## src/rtl/rns4_reverse_converter.sv

```systemverilog
// rns4_reverse_converter: sequential mixed-radix reverse converter for the residue set
// {2^N-1, 2^N, 2^N+1, 2^(N+1)-1}; one digit per state, registered result behind valid/ready.
module rns4_reverse_converter #(
    parameter int N = 8
) (
    input  logic               clk,
    input  logic               rst_n,
    input  logic               in_valid,
    output logic               in_ready,
    input  logic [N-1:0]       r1,
    input  logic [N-1:0]       r2,
    input  logic [N:0]         r3,
    input  logic [N:0]         r4,
    output logic               out_valid,
    input  logic               out_ready,
    output logic [4*N:0]       out_x,
    output logic               out_err
);
    localparam int OUT_W = 4*N+1;
    localparam int W = 2*N+4;

    if (N < 3 || N > 16) begin : g_bad_n
        $error("rns4_reverse_converter: N must be in 3..16");
    end

    function automatic longint mod_inv(input longint a, input longint m);
        longint t = 0, nt = 1, r = m, nr = a % m, qq, tmp;
        while (nr != 0) begin
            qq = r / nr;
            tmp = t - qq * nt;
            t = nt;
            nt = tmp;
            tmp = r - qq * nr;
            r = nr;
            nr = tmp;
        end
        return (t < 0) ? t + m : t;
    endfunction

    localparam logic [W-1:0] M1 = W'((1 << N) - 1);
    localparam logic [W-1:0] M3 = W'((1 << N) + 1);
    localparam logic [W-1:0] M4 = W'((1 << (N+1)) - 1);
    localparam logic [W-1:0] I23 = W'(mod_inv(1 << N, (1 << N) + 1));
    localparam logic [W-1:0] I13 = W'(mod_inv((1 << N) - 1, (1 << N) + 1));
    localparam logic [W-1:0] I24 = W'(mod_inv(1 << N, (1 << (N+1)) - 1));
    localparam logic [W-1:0] I14 = W'(mod_inv((1 << N) - 1, (1 << (N+1)) - 1));
    localparam logic [W-1:0] I34 = W'(mod_inv((1 << N) + 1, (1 << (N+1)) - 1));
    localparam logic [OUT_W-1:0] P1 = OUT_W'((1 << N) - 1);
    localparam logic [OUT_W-1:0] P3 = OUT_W'((1 << N) + 1);

    // End-around-carry reduction mod 2^k-1; four folds cover any W-bit input.
    function automatic logic [W-1:0] fold(input logic [W-1:0] v, input int k);
        logic [W-1:0] msk, y;
        msk = (W'(1) << k) - W'(1);
        y = v;
        for (int i = 0; i < 4; i++) y = (y & msk) + (y >> k);
        return (y == msk) ? '0 : y;
    endfunction

    // Reduction mod 2^N+1 for v < 2^(2N+2): 2^N == -1, 2^(2N) == 1.
    function automatic logic [W-1:0] red3(input logic [W-1:0] v);
        logic [W-1:0] s;
        s = W'(v[N-1:0]) + (v >> (2*N)) + M3 - W'(v[2*N-1:N]);
        s = (s >= M3) ? s - M3 : s;
        return (s >= M3) ? s - M3 : s;
    endfunction

    typedef enum logic [2:0] {IDLE, D2, D3, D4, ACC, DONE} state_t;
    state_t st, nxt;

    logic [N-1:0] q1, d1, d2;
    logic [N:0] q3, q4, d3, d4;
    logic err_q;
    logic [OUT_W-1:0] x_q, xo;
    logic [W-1:0] e1, e2, e3, n2, n3, n4, t3, t4;

    assign in_ready = (st == IDLE);

    always_ff @(posedge clk or negedge rst_n) begin
        if (!rst_n) st <= IDLE;
        else st <= nxt;
    end

    always_comb begin
        nxt = (st == IDLE) ? (in_valid ? D2 : IDLE) :
              (st == DONE) ? ((out_valid && out_ready) ? IDLE : DONE) :
              state_t'(st + 3'd1);
    end

    always_comb begin
        e1 = W'(d1);
        e2 = W'(d2);
        e3 = W'(d3);
        n2 = fold(W'(q1) + M1 - e1, N);
        t3 = red3(W'(q3) + M3 - e1);
        t3 = red3(t3 * I23);
        t3 = red3(t3 + M3 - e2);
        n3 = red3(t3 * I13);
        t4 = fold(W'(q4) + M4 - e1, N+1);
        t4 = fold(t4 * I24, N+1);
        t4 = fold(t4 + M4 - e2, N+1);
        t4 = fold(t4 * I14, N+1);
        t4 = fold(t4 + M4 - e3, N+1);
        n4 = fold(t4 * I34, N+1);
        xo = OUT_W'(d1) + ((OUT_W'(d2) + P1 * (OUT_W'(d3) + P3 * OUT_W'(d4))) << N);
    end

    // The result is registered in ACC and published one cycle later, so the
    // wide multiply-add never sits directly in front of out_x.
    always_ff @(posedge clk or negedge rst_n) begin
        if (!rst_n) begin
            q1 <= '0;
            q3 <= '0;
            q4 <= '0;
            d1 <= '0;
            d2 <= '0;
            d3 <= '0;
            d4 <= '0;
            err_q <= 1'b0;
            x_q <= '0;
            out_valid <= 1'b0;
            out_x <= '0;
            out_err <= 1'b0;
        end else begin
            if (st == IDLE && in_valid) begin
                q1 <= r1;
                q3 <= r3;
                q4 <= r4;
                d1 <= r2;
                err_q <= (&r1) | (&r4) | (r3 > {1'b1, {N{1'b0}}});
            end
            if (st == D2) d2 <= N'(n2);
            if (st == D3) d3 <= (N+1)'(n3);
            if (st == D4) d4 <= (N+1)'(n4);
            if (st == ACC) x_q <= xo;
            if (st == DONE) begin
                if (!out_valid) begin
                    out_valid <= 1'b1;
                    out_x <= err_q ? '0 : x_q;
                    out_err <= err_q;
                end else if (out_ready) begin
                    out_valid <= 1'b0;
                end
            end
        end
    end
endmodule

```

## config.mk

```make
export PLATFORM = sky130hd
export DESIGN_NAME = rns4_reverse_converter
export DESIGN_NICKNAME = d
export VERILOG_FILES = /design/src/rtl/rns4_reverse_converter.sv
export SDC_FILE = /design/constraint.sdc
export NUM_CORES = 1
export LEC_CHECK = 0
export ABC_AREA = 0
export BUFFER_PORTS_ARGS = -buffer_cell sky130_fd_sc_hd__clkbuf_2
export CAP_MARGIN = 20
export CELL_PAD_IN_SITES_DETAIL_PLACEMENT = 2
export CELL_PAD_IN_SITES_GLOBAL_PLACEMENT = 2
export CORE_MARGIN = 2
export CORE_UTILIZATION = 35
export DETAILED_ROUTE_END_ITERATION = 8
export PLACE_DENSITY = 0.76
export SLEW_MARGIN = 15
export SYNTH_ARGS = -nofsm -noshare
export SYNTH_HDL_FRONTEND = slang
export SYNTH_SLANG_ARGS = --single-unit
```

## constraint.sdc

```tcl
create_clock -name clk -period 69.5 [get_ports clk]
set_input_delay 6.95 -clock clk [delete_from_list [all_inputs] [get_ports clk]]
set_output_delay 6.95 -clock clk [all_outputs]
set_load 0.05 [all_outputs]
```

# Yosys cells after proc, flatten, opt, wreduce, memory -nomap -nowiden
# Index checks and enable logic that the tools add are counted.
# W data, S select, Z words.
# totals
reg_bits,132
input_bits,38
# op_classes
n_addsub,63
mul,4
magnitude_cmp,9
n_eq_ne,12
mux,22
bitwise,3
n_reduce_logical,6
# op_table
operator,count
$ge A20 B9 Y1 const B,8
$add A9 B1 Y10,12
$mux W20,5
$sub A10 B8 Y11,6
$eq A10 B9 Y1 const B,6
$add A9 B9 Y10 const B,5
$mux W10,5
$add A9 B11 Y12,4
$sub A11 B10 Y12 const B,4
$add A9 B3 Y10,4
$add A8 B33 Y33,1
$mul A8 B33 Y25 const A,1
$mux W33,1
$add A8 B4 Y9,3
$add A8 B25 Y25,1
$add A10 B9 Y11 const B,2
$add A20 B9 Y20 const B,1
$add A9 B2 Y10,2
$sub A20 B8 Y20,1
$sub A20 B9 Y20 const B,1
$add A9 B18 Y19,1
$mul A10 B9 Y19 const B,1
$add A8 B1 Y9,2
$mul A10 B8 Y18 const B,1
32 further kinds,41

# Logic depth before layout (Yosys ltp)
# Gate-level depths: netlist of the first run.
# depth
depth_word,44
depth_mapped,231

# Worst setup path after synthesis of the first run
# Ideal clock, no wire load.
# synth_timing
kind,register to register
start,reg d1[1]
end,reg d4[0]
arrival_ns,38.621
required_ns,69.327
slack_ns,30.706
stages_incl_launch_ff,212
path_buffers,4
cell_sequence,dfrtp_1 -> inv_1 -> ha_1 -> a21o_1 -> a21oi_1 -> o21ai_0 -> a21oi_1 -> o21bai_1 -> a21oi_1 -> o21ai_0 -> ha_1 -> nor2b_1 -> nand4_1 -> nor2_1 -> nand3_1 -> nor2_1 -> ha_1 -> and3_1 -> [176 not listed] -> nand2b_1 -> ha_1 -> ha_1 -> xor2_1 -> and3_1 -> nand2_1 -> nor2_1 -> nand2_1 -> or2_2 -> nor3_1 -> ha_1 -> ha_1 -> nand2_1 -> or4_1 -> a211oi_1 -> xor2_1 -> o41ai_1 -> o22ai_1
# synth_via
elab_chain_len,43
# synth_lines
element,line_no,text
from (decl),71,"logic [N-1:0] q1, d1, d2;"
from (signal assigned),129,d1 <= r2;
$sub A10 B8 Y11 (*),99,"t4 = fold(W'(q4) + M4 - e1, N+1);"
$add A9 B11 Y12 (*),56,for (int i = 0; i < 4; i++) y = (y & msk) + (y >> k);
$add A9 B3 Y10 (*),56,
$add A9 B1 Y10 (*) (2 in series),56,
$eq A10 B9 Y1,57,return (y == msk) ? '0 : y;
$mux W10 (*),57,
$add A9 B2 Y10 (*),56,
$add A9 B1 Y10 (*) (3 in series),56,
[24 not listed],-,
$mux W10 (*),57,
$mul A10 B8 Y18 (*),104,"n4 = fold(t4 * I34, N+1);"
$add A9 B9 Y10 (*),56,
$add A9 B1 Y10 (*),56,
$add A9 B11 Y12 (*),56,
$add A9 B3 Y10 (*),56,
$eq A10 B9 Y1,57,
$mux W9 (*),57,
to (signal assigned),134,if (st == D4) d4 <= (N+1)'(n4);
to (decl),72,"logic [N:0] q3, q4, d3, d4;"
# Mark *: on every way between the ends. The rest lies on a longest branch, timed or not.
# A chain may end at the register's enable or synchronous reset.

# Worst setup path after layout of the first run
# Ends and elaborated chain as after synthesis.

==> results of run 1 <==
-- worst max-delay path, delay by kind of cell, from the launching register on --
kind / cells / cell delay (ns)
flops: 1 / 0.45
xor+xnor: 9 / 2.04
fa+ha+maj: 46 / 13.20
compound gates: 51 / 9.41
buf+inv: 13 / 1.18
simple gates: 92 / 19.20
-- cells by family (layout without fill, tap and decap cells) --
logic type	Yosys count	in the layout	share of synthesized area
xor+xnor	342	342	0.1218
flops	132	132	0.1330
buf+inv	497	560	0.07636
simple gates	802	802	0.1631
fa+ha+maj	551	551	0.3268
mux	39	39	0.01738
compound gates	613	613	0.1616
-- cells in the final DEF (no fill, tap or decap), drive strengths merged, types with 11 or more instances in the layout --
cell type,n
nand3,65
nor2,181
xnor2,216
a211oi,18
nand2,210
dfrtp,132
a21o,44
clkbuf,93
a21oi,156
nor3b,17
nor3,49
fa,163
a31oi,17
o21a,16
o21ai,175
ha,388
xor2,126
nand2b,63
nand3b,11
o21bai,58
and3,39
nand4,27
nor4,22
o22ai,14
mux2,33
or2,21
and2,29
inv,449
o31ai,15
nor2b,30
-- cells in the mapped netlist, drive strengths merged, types with 18 or more instances --
cell type,number,area share
a21o,44,0.013
and3,39,0.0098
mux2,33,0.015
inv,448,0.068
nor3,49,0.0099
nand2,210,0.032
clkbuf,40,0.0060
xnor2,216,0.077
nor4,22,0.0064
nand3,65,0.013
nor2b,30,0.0076
nand4,27,0.0071
o21bai,58,0.018
o21ai,175,0.035
dfrtp,132,0.13
or2,21,0.0053
nand2b,63,0.016
xor2,126,0.045
fa,163,0.13
and2,29,0.0074
nor2,181,0.028
a21oi,156,0.032
a211oi,18,0.0060
ha,388,0.20
-- registers in the layout (all words and copies together), names as in the netlist, 9 cells and up --
register,flops
x_q,33
q3,9
d3,9
out_x,33
d4,9
q4,9
-- metrics by stage --
step                      hold WS, ns  utilization  instances
after detailed placement       0.4716       0.3736       3945
after floorplan                0.4496            -       2976
after global placement         0.4617       0.3736       3944
final                          0.4808       0.3827       3979
after CTS                      0.4896       0.3819       3977
after global routing           0.5220       0.3827       3979
-- cell type report --
cell class / count / area, sq um
clock buffer: 21 / 480.5
clock inverter: 11 / 100.1
inverter: 448 / 1682
timing repair buffer: 80 / 461.7
fill: 8148 / 43300
sequential: 132 / 3303
multi-input combinational: 2347 / 19640
tap: 940 / 1176
-- worst max path at each step --
stage | endpoint | slack [ns]
2_1_floorplan | d4[0]$_DFFE_PN0N_ | 30.71
4_1_cts | d4[0]$_DFFE_PN0N_ | 23.76
5_1_grt | d4[0]$_DFFE_PN0N_ | 19.23
6_report | d4[0]$_DFFE_PN0N_ | 23.90
3_3_place_gp | d4[0]$_DFFE_PN0N_ | 27.66
3_5_place_dp | d4[0]$_DFFE_PN0N_ | 24.16
-- layer usage --
metal / share of wire / vias up / global-route usage
li1: - / 10180 / -
met1: 0.45 / 10560 / 0.2636
met2: 0.52 / 171 / 0.3984
met3: 0.012 / 79 / 0.01342
met4: 0.013 / 0 / 0.03824
met5: 0 / - / 0
==> flow_results.xml, run 1 <==
<?xml version="1.0" encoding="UTF-8"?>
<metrics>
  <group name="setup_path">
    <metric name="timing.rr.end" unit="">d4[0]$_DFFE_PN0N_</metric>
    <metric name="crit_start" unit="">d1[1]$_DFFE_PN0P_</metric>
    <metric name="cp.required" unit="ns">69.80</metric>
    <metric name="cp_slowest_cell" unit="">sky130_fd_sc_hd__nor4_1</metric>
    <metric name="setup.worst_path.start_class" unit="">flip-flop</metric>
    <metric name="critical_path.reg2reg.startpoint" unit="">d1[1]$_DFFE_PN0P_</metric>
    <metric name="critPathCaptureType" unit="">flip-flop</metric>
    <metric name="timing.reg2reg.setup_slack" unit="ns">23.90</metric>
    <metric name="timing.setup.critical_path_class" unit="">reg2reg</metric>
    <metric name="cp_max_fo" unit="">15</metric>
    <metric name="cell_mode_on_critical_path" unit="">sky130_fd_sc_hd__ha_1</metric>
    <metric name="critPathArrivalTime" unit="ns">45.90</metric>
    <metric name="max_stage_delay" unit="ns">0.76</metric>
    <metric name="r2r.worst_path.cells" unit="">211</metric>
  </group>
  <group name="grt">
    <metric name="grt_overflow" unit="">0</metric>
    <metric name="grt_start_max_net_pins" unit="">76</metric>
    <metric name="number_of_antenna_violations_at_the_first_check_in_global_routing" unit="">0</metric>
    <metric name="grt_pass1_vias" unit="">24370</metric>
    <metric name="grtUsageTotal" unit="">0.2110</metric>
    <metric name="grt_first_pass_wirelength" unit="um">127800</metric>
  </group>
  <group name="routing">
    <metric name="route.detailed.vias_per_inst" unit="">5.275</metric>
    <metric name="first_iter_violations" unit="">708</metric>
    <metric name="via_total_after_detailed_routing" unit="">20990</metric>
    <metric name="drtAntennaViolNets" unit="">0</metric>
    <metric name="drtPass1Iterations" unit="">5</metric>
    <metric name="wl" unit="um">76340</metric>
    <metric name="post-route-drc-count" unit="">0</metric>
    <metric name="wl_per_cell" unit="um">19.19</metric>
  </group>
  <group name="yosys">
    <metric name="syn-cell-area" unit="sq um">24840</metric>
    <metric name="postSynthNetCount" unit="">3565</metric>
    <metric name="postSynthAreaPerCell" unit="sq um">8.347</metric>
    <metric name="synth_sequential_area_ratio" unit="">0.1330</metric>
    <metric name="distinct_cells_synth" unit="">100</metric>
    <metric name="ys_seq_elements" unit="">132</metric>
    <metric name="asyncSetResetFlopFracSynth" unit="">1.000</metric>
    <metric name="syn_inst" unit="">2976</metric>
    <metric name="edff_count_synth" unit="">0</metric>
    <metric name="ys.warnings.count" unit="">0</metric>
    <metric name="yosys_most_used_dff" unit="">sky130_fd_sc_hd__dfrtp_1</metric>
  </group>
  <group name="placement">
    <metric name="port_buffers" unit="">73</metric>
    <metric name="routabilityCongestion" unit="">0.8299</metric>
    <metric name="post-dp-hpwl" unit="um">64300</metric>
    <metric name="placedInstanceArea" unit="sq um">26210</metric>
    <metric name="detailedPlace.worstSlack" unit="ns">24.16</metric>
  </group>
  <group name="run_status">
    <metric name="outcome" unit="">completed</metric>
  </group>
  <group name="finish">
    <metric name="final_area" unit="sq um">26850</metric>
    <metric name="drive_gt1_frac" unit="">0.06581</metric>
    <metric name="num_antenna_cells" unit="">0</metric>
    <metric name="nNetsFinal" unit="">3615</metric>
    <metric name="areaGrowthSynthToFinish" unit="%">8.074</metric>
  </group>
  <group name="worst_hold_path">
    <metric name="timing.hold.worst_endpoint" unit="">out_x[13]$_DFFE_PN0P_</metric>
    <metric name="min-delay-path-class" unit="">reg2reg</metric>
    <metric name="worstHoldPathCells" unit="">2</metric>
    <metric name="hold_crit_start" unit="">out_x[13]$_DFFE_PN0P_</metric>
  </group>
  <group name="floorplanning">
    <metric name="effective_utilization_at_floorplan" unit="">0.3541</metric>
    <metric name="design.die.area" unit="sq um">73120</metric>
    <metric name="die_h" unit="um">270.4</metric>
    <metric name="design.core.area" unit="sq um">70150</metric>
    <metric name="boundaryPins" unit="">74</metric>
    <metric name="chipWidth" unit="um">270.4</metric>
    <metric name="placementRows" unit="">97</metric>
  </group>
  <group name="sta">
    <metric name="final_hold_viol_count" unit="">0</metric>
    <metric name="setup-tns-final" unit="ns">0</metric>
    <metric name="finalSetupViolCount" unit="">0</metric>
    <metric name="finalWorstPathRequiredPeriod" unit="ns">45.60</metric>
    <metric name="maxSlewHeadroom" unit="">0.2911</metric>
    <metric name="finalClockSkew" unit="ns">0.01165</metric>
    <metric name="timing_max_transition_violations_final" unit="">0</metric>
    <metric name="setup_repair_after_global_routing_missed_its_margin" unit="">false</metric>
    <metric name="fmax" unit="GHz">0.02193</metric>
    <metric name="finalWorstSetupSlack" unit="ns">23.90</metric>
    <metric name="fin_crit_sh" unit="">0.6561</metric>
    <metric name="worstMarginPinSlew" unit="ns">1.061</metric>
  </group>
  <group name="cts">
    <metric name="clock_path_buffers" unit="">2</metric>
    <metric name="cts_repair_resize_count" unit="">0</metric>
    <metric name="cts_inserted_buffers" unit="">17</metric>
    <metric name="clock_tree_from_tritoncts" unit="">built</metric>
    <metric name="total_of_hold_buffers_inserted_after_clock_tree_synthesis" unit="">0</metric>
    <metric name="cts_post_setup_buffers_inserted" unit="">0</metric>
    <metric name="ctsRootBufferMaster" unit="">sky130_fd_sc_hd__clkbuf_16</metric>
    <metric name="numClockSinks" unit="">132</metric>
    <metric name="worst_setup_hold_path_clk_slew" unit="ns">0.06</metric>
    <metric name="clock_latency_on_the_worst_skew_pair" unit="ns">0.45</metric>
    <metric name="cts_h_tree_lvls" unit="">4</metric>
  </group>
  <group name="run">
    <metric name="timing.max_cap.violations" unit="">0</metric>
  </group>
</metrics>
Power of run 1 is not shown: default switching activity piles up to over one toggle a cycle in this logic, so the estimate is an artifact.
==> run 2: changes to the inputs <==
clock period = 47.6 ns   (was 69.5 ns; I/O delays follow)
==> run 2 against run 1 <==
Against the previous run: via count is 0.83% higher; routed wire length hardly changed; flip-flop and latch count stayed put; design area is 0.32% higher; critical endpoint is now d4[2]$_DFFE_PN0N_; largest cell class unchanged.
==> flow_results.xml, run 2 (synthesis gave the netlist of run 1 again) <==
<?xml version="1.0" encoding="UTF-8"?>
<metrics>
  <group name="sta">
    <metric name="finalSetupViolCount" unit="">0</metric>
    <metric name="fmax" unit="GHz">0.02309</metric>
    <metric name="worstMarginPinSlew" unit="ns">1.075</metric>
    <metric name="whs" unit="ns">0.4764</metric>
    <metric name="maxSlewHeadroom" unit="">0.2738</metric>
    <metric name="timing_max_transition_violations_final" unit="">0</metric>
    <metric name="fin_crit_sh" unit="">0.9100</metric>
    <metric name="finalClockSkew" unit="ns">0.01480</metric>
    <metric name="finalWorstPathRequiredPeriod" unit="ns">43.32</metric>
    <metric name="final_hold_viol_count" unit="">0</metric>
  </group>
  <group name="setup_path">
    <metric name="cell_mode_on_critical_path" unit="">sky130_fd_sc_hd__ha_1</metric>
    <metric name="cp.required" unit="ns">47.91</metric>
    <metric name="crit_family" unit="">simple AND/OR/NAND/NOR gates</metric>
    <metric name="timing.critical_path.buf_inv" unit="">14</metric>
    <metric name="max_stage_delay" unit="ns">0.62</metric>
    <metric name="timing.setup.critical_path_class" unit="">reg2reg</metric>
    <metric name="critPathArrivalTime" unit="ns">43.63</metric>
    <metric name="critPathCaptureType" unit="">flip-flop</metric>
    <metric name="setup.worst_path.start_class" unit="">flip-flop</metric>
    <metric name="cp_slowest_cell" unit="">sky130_fd_sc_hd__fa_1</metric>
    <metric name="cp_max_fo" unit="">9</metric>
  </group>
  <group name="grt">
    <metric name="grt_overflow" unit="">0</metric>
    <metric name="grtUsageTotal" unit="">0.2101</metric>
    <metric name="number_of_antenna_violations_at_the_first_check_in_global_routing" unit="">0</metric>
    <metric name="grt_start_max_net_pins" unit="">76</metric>
    <metric name="grt_first_pass_wirelength" unit="um">127300</metric>
    <metric name="grt_pass1_vias" unit="">24440</metric>
  </group>
  <group name="finish">
    <metric name="final_area" unit="sq um">26930</metric>
    <metric name="drive_gt1_frac" unit="">0.06774</metric>
    <metric name="layout.cells.most_common" unit="">sky130_fd_sc_hd__inv_1</metric>
    <metric name="nNetsFinal" unit="">3617</metric>
    <metric name="most-common-layout-cells" unit="">sky130_fd_sc_hd__inv_1, sky130_fd_sc_hd__ha_1, sky130_fd_sc_hd__xnor2_1</metric>
    <metric name="biggestRegsByFlops" unit="">out_x x33, x_q x33</metric>
    <metric name="num_antenna_cells" unit="">0</metric>
    <metric name="areaGrowthSynthToFinish" unit="%">8.417</metric>
  </group>
  <group name="worst_hold_path">
    <metric name="min-delay-path-class" unit="">reg2reg</metric>
  </group>
  <group name="routing">
    <metric name="route.detailed.vias_per_inst" unit="">5.317</metric>
    <metric name="drtPass1Iterations" unit="">5</metric>
    <metric name="via_total_after_detailed_routing" unit="">21170</metric>
    <metric name="post-route-drc-count" unit="">0</metric>
    <metric name="wl" unit="um">76410</metric>
    <metric name="drtAntennaViolNets" unit="">0</metric>
    <metric name="first_iter_violations" unit="">569</metric>
    <metric name="wl_per_cell" unit="um">19.19</metric>
  </group>
  <group name="floorplanning">
    <metric name="placementRows" unit="">97</metric>
    <metric name="chipWidth" unit="um">270.4</metric>
    <metric name="effective_utilization_at_floorplan" unit="">0.3541</metric>
    <metric name="die_h" unit="um">270.4</metric>
    <metric name="design.die.area" unit="sq um">73120</metric>
    <metric name="design.core.area" unit="sq um">70150</metric>
    <metric name="boundaryPins" unit="">74</metric>
  </group>
  <group name="placement">
    <metric name="placedInstanceArea" unit="sq um">26210</metric>
    <metric name="post-dp-hpwl" unit="um">64490</metric>
    <metric name="port_buffers" unit="">73</metric>
    <metric name="routabilityCongestion" unit="">0.8296</metric>
  </group>
  <group name="cts">
    <metric name="clock_path_buffers" unit="">2</metric>
    <metric name="ctsRootBufferMaster" unit="">sky130_fd_sc_hd__clkbuf_16</metric>
    <metric name="total_of_hold_buffers_inserted_after_clock_tree_synthesis" unit="">0</metric>
    <metric name="clock_tree_from_tritoncts" unit="">built</metric>
    <metric name="worst_setup_hold_path_clk_slew" unit="ns">0.07</metric>
    <metric name="numClockSinks" unit="">132</metric>
    <metric name="cts_h_tree_lvls" unit="">4</metric>
    <metric name="cts_inserted_buffers" unit="">17</metric>
    <metric name="clock_latency_on_the_worst_skew_pair" unit="ns">0.46</metric>
  </group>
  <group name="run_status">
    <metric name="outcome" unit="">completed</metric>
  </group>
  <group name="run">
    <metric name="timing.max_cap.violations" unit="">0</metric>
  </group>
</metrics>
==> run 2: final cells by class <==
type / instances / area [sq um]
clock buffers: 24 / 471.7
clock inverters: 8 / 123.9
fillers: 8056 / 43220
inverters: 448 / 1682
multi-input cells: 2347 / 19730
flip-flops and latches: 132 / 3303
well taps: 940 / 1176
repair buffers: 82 / 449.2
==> run 2: timing repair <==
action / in CTS / in global routing
endpoints found under the setup margin: 0 / 9
gates resized for setup: 0 / 14
buffers inserted: 0 / 3
==> run 2: layer usage <==
metal | global-route usage | wire length [um] | share of wire
met1 | 0.2589 | 34320 | 0.45
met2 | 0.3950 | 39530 | 0.52
met3 | 0.01565 | 1263 | 0.017
met4 | 0.04783 | 1303 | 0.017
met5 | 0 | 0 | 0
==> run 2: worst paths after layout <==
check / startpoint / cells after the start / slack (ns) / endpoint
setup / recovery: d1[0]$_DFFE_PN0P_ / 210 / 4.28 / d4[2]$_DFFE_PN0N_
hold / removal: out_x[18]$_DFFE_PN0P_ / 2 / 0.48 / out_x[18]$_DFFE_PN0P_
setup reg to reg: d1[0]$_DFFE_PN0P_ / 210 / 4.28 / d4[2]$_DFFE_PN0N_
hold reg to reg: out_x[18]$_DFFE_PN0P_ / 2 / 0.48 / out_x[18]$_DFFE_PN0P_
max in group asynchronous: rst_n / 2 / 41.90 / d4[5]$_DFFE_PN0N_
min in group asynchronous: rst_n / 1 / 4.26 / out_x[2]$_DFFE_PN0P_
==> run 2: stage by stage <==
| step | setup TNS (ns) | cells | setup WS (ns) | utilization |
|---|---|---|---|---|
| global placement | 0 | 3944 | 5.761 | 0.3736 |
| finish | 0 | 3981 | 4.282 | 0.3839 |
| detailed placement | 0 | 3945 | 2.541 | 0.3736 |
| global route | -0.2732 | 3981 | -0.07902 | 0.3839 |
| CTS | 0 | 3977 | 2.266 | 0.3821 |
| floorplan | 0 | 2976 | 8.806 | - |
==> run 2: worst register-to-register path, delay by kind of cell (launching register included) <==
family	cells	cell delay, ns
AOI/OAI and AO/OA	49	9.27
xor gates and xnor gates	10	2.31
adders and majority gates	45	12.80
buffers and inverters	14	1.25
DFF	1	0.36
and+or+nand+nor	92	17.17
Power of run 2 is left out for the same reason.
==> run 3: changes to the inputs <==
clock period = 48.9 ns   (was 47.6 ns; I/O delays follow)
==> run 3 against run 2 <==
Against the previous run: sequential share of layout area barely moved; maximum frequency down 2.3%; via count is 0.72% lower; die area did not move; worst setup slack improved by 0.29 ns; design area fell by 0.13%; largest cell class unchanged.
==> flow_results.xml, run 3 (synthesis gave the netlist of run 1 again) <==
<?xml version="1.0" encoding="UTF-8"?>
<metrics>
  <group name="finish">
    <metric name="n_fill_cell" unit="">8045</metric>
    <metric name="drive_gt1_frac" unit="">0.06647</metric>
    <metric name="final_area" unit="sq um">26900</metric>
    <metric name="num_antenna_cells" unit="">0</metric>
    <metric name="nNetsFinal" unit="">3615</metric>
    <metric name="finalCoreUtilization" unit="">0.3834</metric>
    <metric name="seq_area" unit="sq um">3303</metric>
    <metric name="biggestRegsByFlops" unit="">out_x x33, x_q x33</metric>
    <metric name="multi_input_area" unit="sq um">19660</metric>
    <metric name="most-common-layout-cells" unit="">sky130_fd_sc_hd__inv_1, sky130_fd_sc_hd__ha_1, sky130_fd_sc_hd__xnor2_1</metric>
    <metric name="layout.cells.most_common" unit="">sky130_fd_sc_hd__inv_1</metric>
    <metric name="areaGrowthSynthToFinish" unit="%">8.275</metric>
  </group>
  <group name="sta">
    <metric name="fmax" unit="GHz">0.02256</metric>
    <metric name="setup_repair_after_global_routing_missed_its_margin" unit="">false</metric>
    <metric name="maxSlewHeadroom" unit="">0.3246</metric>
    <metric name="final_hold_viol_count" unit="">0</metric>
    <metric name="worstMarginPinSlew" unit="ns">1.009</metric>
    <metric name="finalClockSkew" unit="ns">0.01616</metric>
    <metric name="finalWorstSetupSlack" unit="ns">4.572</metric>
    <metric name="fin_crit_sh" unit="">0.9065</metric>
    <metric name="finalWorstPathRequiredPeriod" unit="ns">44.33</metric>
    <metric name="finalSetupViolCount" unit="">0</metric>
    <metric name="setup-tns-final" unit="ns">0</metric>
    <metric name="timing_max_transition_violations_final" unit="">0</metric>
  </group>
  <group name="worst_hold_path">
    <metric name="worstHoldPathCells" unit="">2</metric>
    <metric name="min-delay-path-class" unit="">reg2reg</metric>
  </group>
  <group name="routing">
    <metric name="drtPass1Iterations" unit="">7</metric>
    <metric name="first_iter_violations" unit="">644</metric>
    <metric name="via_total_after_detailed_routing" unit="">21010</metric>
    <metric name="post-route-drc-count" unit="">0</metric>
    <metric name="drtAntennaViolNets" unit="">0</metric>
    <metric name="route.detailed.vias_per_inst" unit="">5.281</metric>
    <metric name="wl" unit="um">75540</metric>
    <metric name="wl_per_cell" unit="um">18.98</metric>
  </group>
  <group name="run">
    <metric name="timing.max_cap.violations" unit="">0</metric>
  </group>
  <group name="setup_path">
    <metric name="cp.required" unit="ns">49.20</metric>
    <metric name="crit_family" unit="">simple AND/OR/NAND/NOR gates</metric>
    <metric name="r2r.worst_path.cells" unit="">209</metric>
    <metric name="max_stage_delay" unit="ns">0.55</metric>
    <metric name="setup.worst_path.start_class" unit="">flip-flop</metric>
    <metric name="critPathCaptureType" unit="">flip-flop</metric>
    <metric name="cp_max_fo" unit="">15</metric>
    <metric name="cell_mode_on_critical_path" unit="">sky130_fd_sc_hd__ha_1</metric>
    <metric name="critPathArrivalTime" unit="ns">44.63</metric>
    <metric name="cp_slowest_cell" unit="">sky130_fd_sc_hd__or4_1</metric>
    <metric name="cp_num_cells" unit="">209</metric>
    <metric name="timing.setup.critical_path_class" unit="">reg2reg</metric>
    <metric name="timing.critical_path.buf_inv" unit="">13</metric>
    <metric name="timing.reg2reg.setup_slack" unit="ns">4.57</metric>
  </group>
  <group name="cts">
    <metric name="clock_tree_from_tritoncts" unit="">built</metric>
    <metric name="numClockSinks" unit="">132</metric>
    <metric name="ctsRootBufferMaster" unit="">sky130_fd_sc_hd__clkbuf_16</metric>
    <metric name="worst_setup_hold_path_clk_slew" unit="ns">0.07</metric>
    <metric name="cts_inserted_buffers" unit="">17</metric>
    <metric name="total_of_hold_buffers_inserted_after_clock_tree_synthesis" unit="">0</metric>
    <metric name="clock_latency_on_the_worst_skew_pair" unit="ns">0.45</metric>
    <metric name="clock_path_buffers" unit="">2</metric>
    <metric name="cts_h_tree_lvls" unit="">4</metric>
  </group>
  <group name="grt">
    <metric name="grtUsageTotal" unit="">0.2091</metric>
    <metric name="grt_overflow" unit="">0</metric>
    <metric name="grt_start_max_net_pins" unit="">76</metric>
    <metric name="number_of_antenna_violations_at_the_first_check_in_global_routing" unit="">0</metric>
    <metric name="grt_first_pass_wirelength" unit="um">127000</metric>
    <metric name="grt_pass1_vias" unit="">24370</metric>
  </group>
  <group name="floorplanning">
    <metric name="effective_utilization_at_floorplan" unit="">0.3541</metric>
    <metric name="design.core.area" unit="sq um">70150</metric>
    <metric name="chipWidth" unit="um">270.4</metric>
    <metric name="boundaryPins" unit="">74</metric>
    <metric name="placementRows" unit="">97</metric>
    <metric name="die_h" unit="um">270.4</metric>
    <metric name="design.die.area" unit="sq um">73120</metric>
  </group>
  <group name="placement">
    <metric name="post-dp-hpwl" unit="um">64070</metric>
    <metric name="detailedPlace.worstSlack" unit="ns">3.928</metric>
    <metric name="port_buffers" unit="">73</metric>
    <metric name="routabilityCongestion" unit="">0.8293</metric>
    <metric name="placedInstanceArea" unit="sq um">26210</metric>
  </group>
  <group name="run_status">
    <metric name="outcome" unit="">completed</metric>
  </group>
</metrics>
-- run 3: cell types whose count changed in the layout (fill, tap and decap cells not counted), moves of 2 or more --
cell                       before  now
sky130_fd_sc_hd__xor2_1       121  124
sky130_fd_sc_hd__clkinv_4       0    2
sky130_fd_sc_hd__clkbuf_1       5    1
sky130_fd_sc_hd__buf_4          7    4
sky130_fd_sc_hd__xor2_2         5    2
-- run 3: path summary, 6_finish.rpt --
path                                startpoint                   end
max                          d1[1]$_DFFE_PN0P_     d4[6]$_DFFE_PN0N_
min                        x_q[17]$_DFFE_PN0N_   x_q[17]$_DFFE_PN0N_
max reg2reg                  d1[1]$_DFFE_PN0P_     d4[6]$_DFFE_PN0N_
min reg2reg                x_q[17]$_DFFE_PN0N_   x_q[17]$_DFFE_PN0N_
max in group asynchronous                rst_n     q4[0]$_DFFE_PN0P_
min in group asynchronous                rst_n  out_x[2]$_DFFE_PN0P_
-- run 3: per-stage QoR --
stage | instances | hold WS [ns]
2_1_floorplan | 2976 | 0.4496
3_3_place_gp | 3944 | 0.4619
3_5_place_dp | 3945 | 0.4754
4_1_cts | 3977 | 0.4881
5_1_grt | 3979 | 0.5159
6_report | 3979 | 0.4842
-- run 3: tightest hold or removal path: cells and delay by family, from the launching register on --
kind            cells  cell delay [ns]
simple gates        1             0.05
compound gates      1             0.05
flops               1             0.34
-- run 3: final cells by class --
type	instances	area share
clock buffers	21	0.01749
clock inverters	11	0.005536
inverters	448	0.06252
multi-input cells	2347	0.7310
flip-flops and latches	132	0.1228
well taps	940	0.04373
repair buffers	80	0.01689
-- run 3: per-layer routing --
layer | wire [um] | GRT usage
met5 | 0 | 0
met4 | 999 | 0.04144
met3 | 856 | 0.01351
met2 | 39180 | 0.3900
met1 | 34500 | 0.2640
-- run 3: repair_timing --
item | CTS | global route
resized for setup | 0 | 3
endpoints found under the setup margin | 0 | 9
endpoints found under the hold margin | 0 | 0
buffers inserted | 0 | 0
Power of run 3 is left out for the same reason.
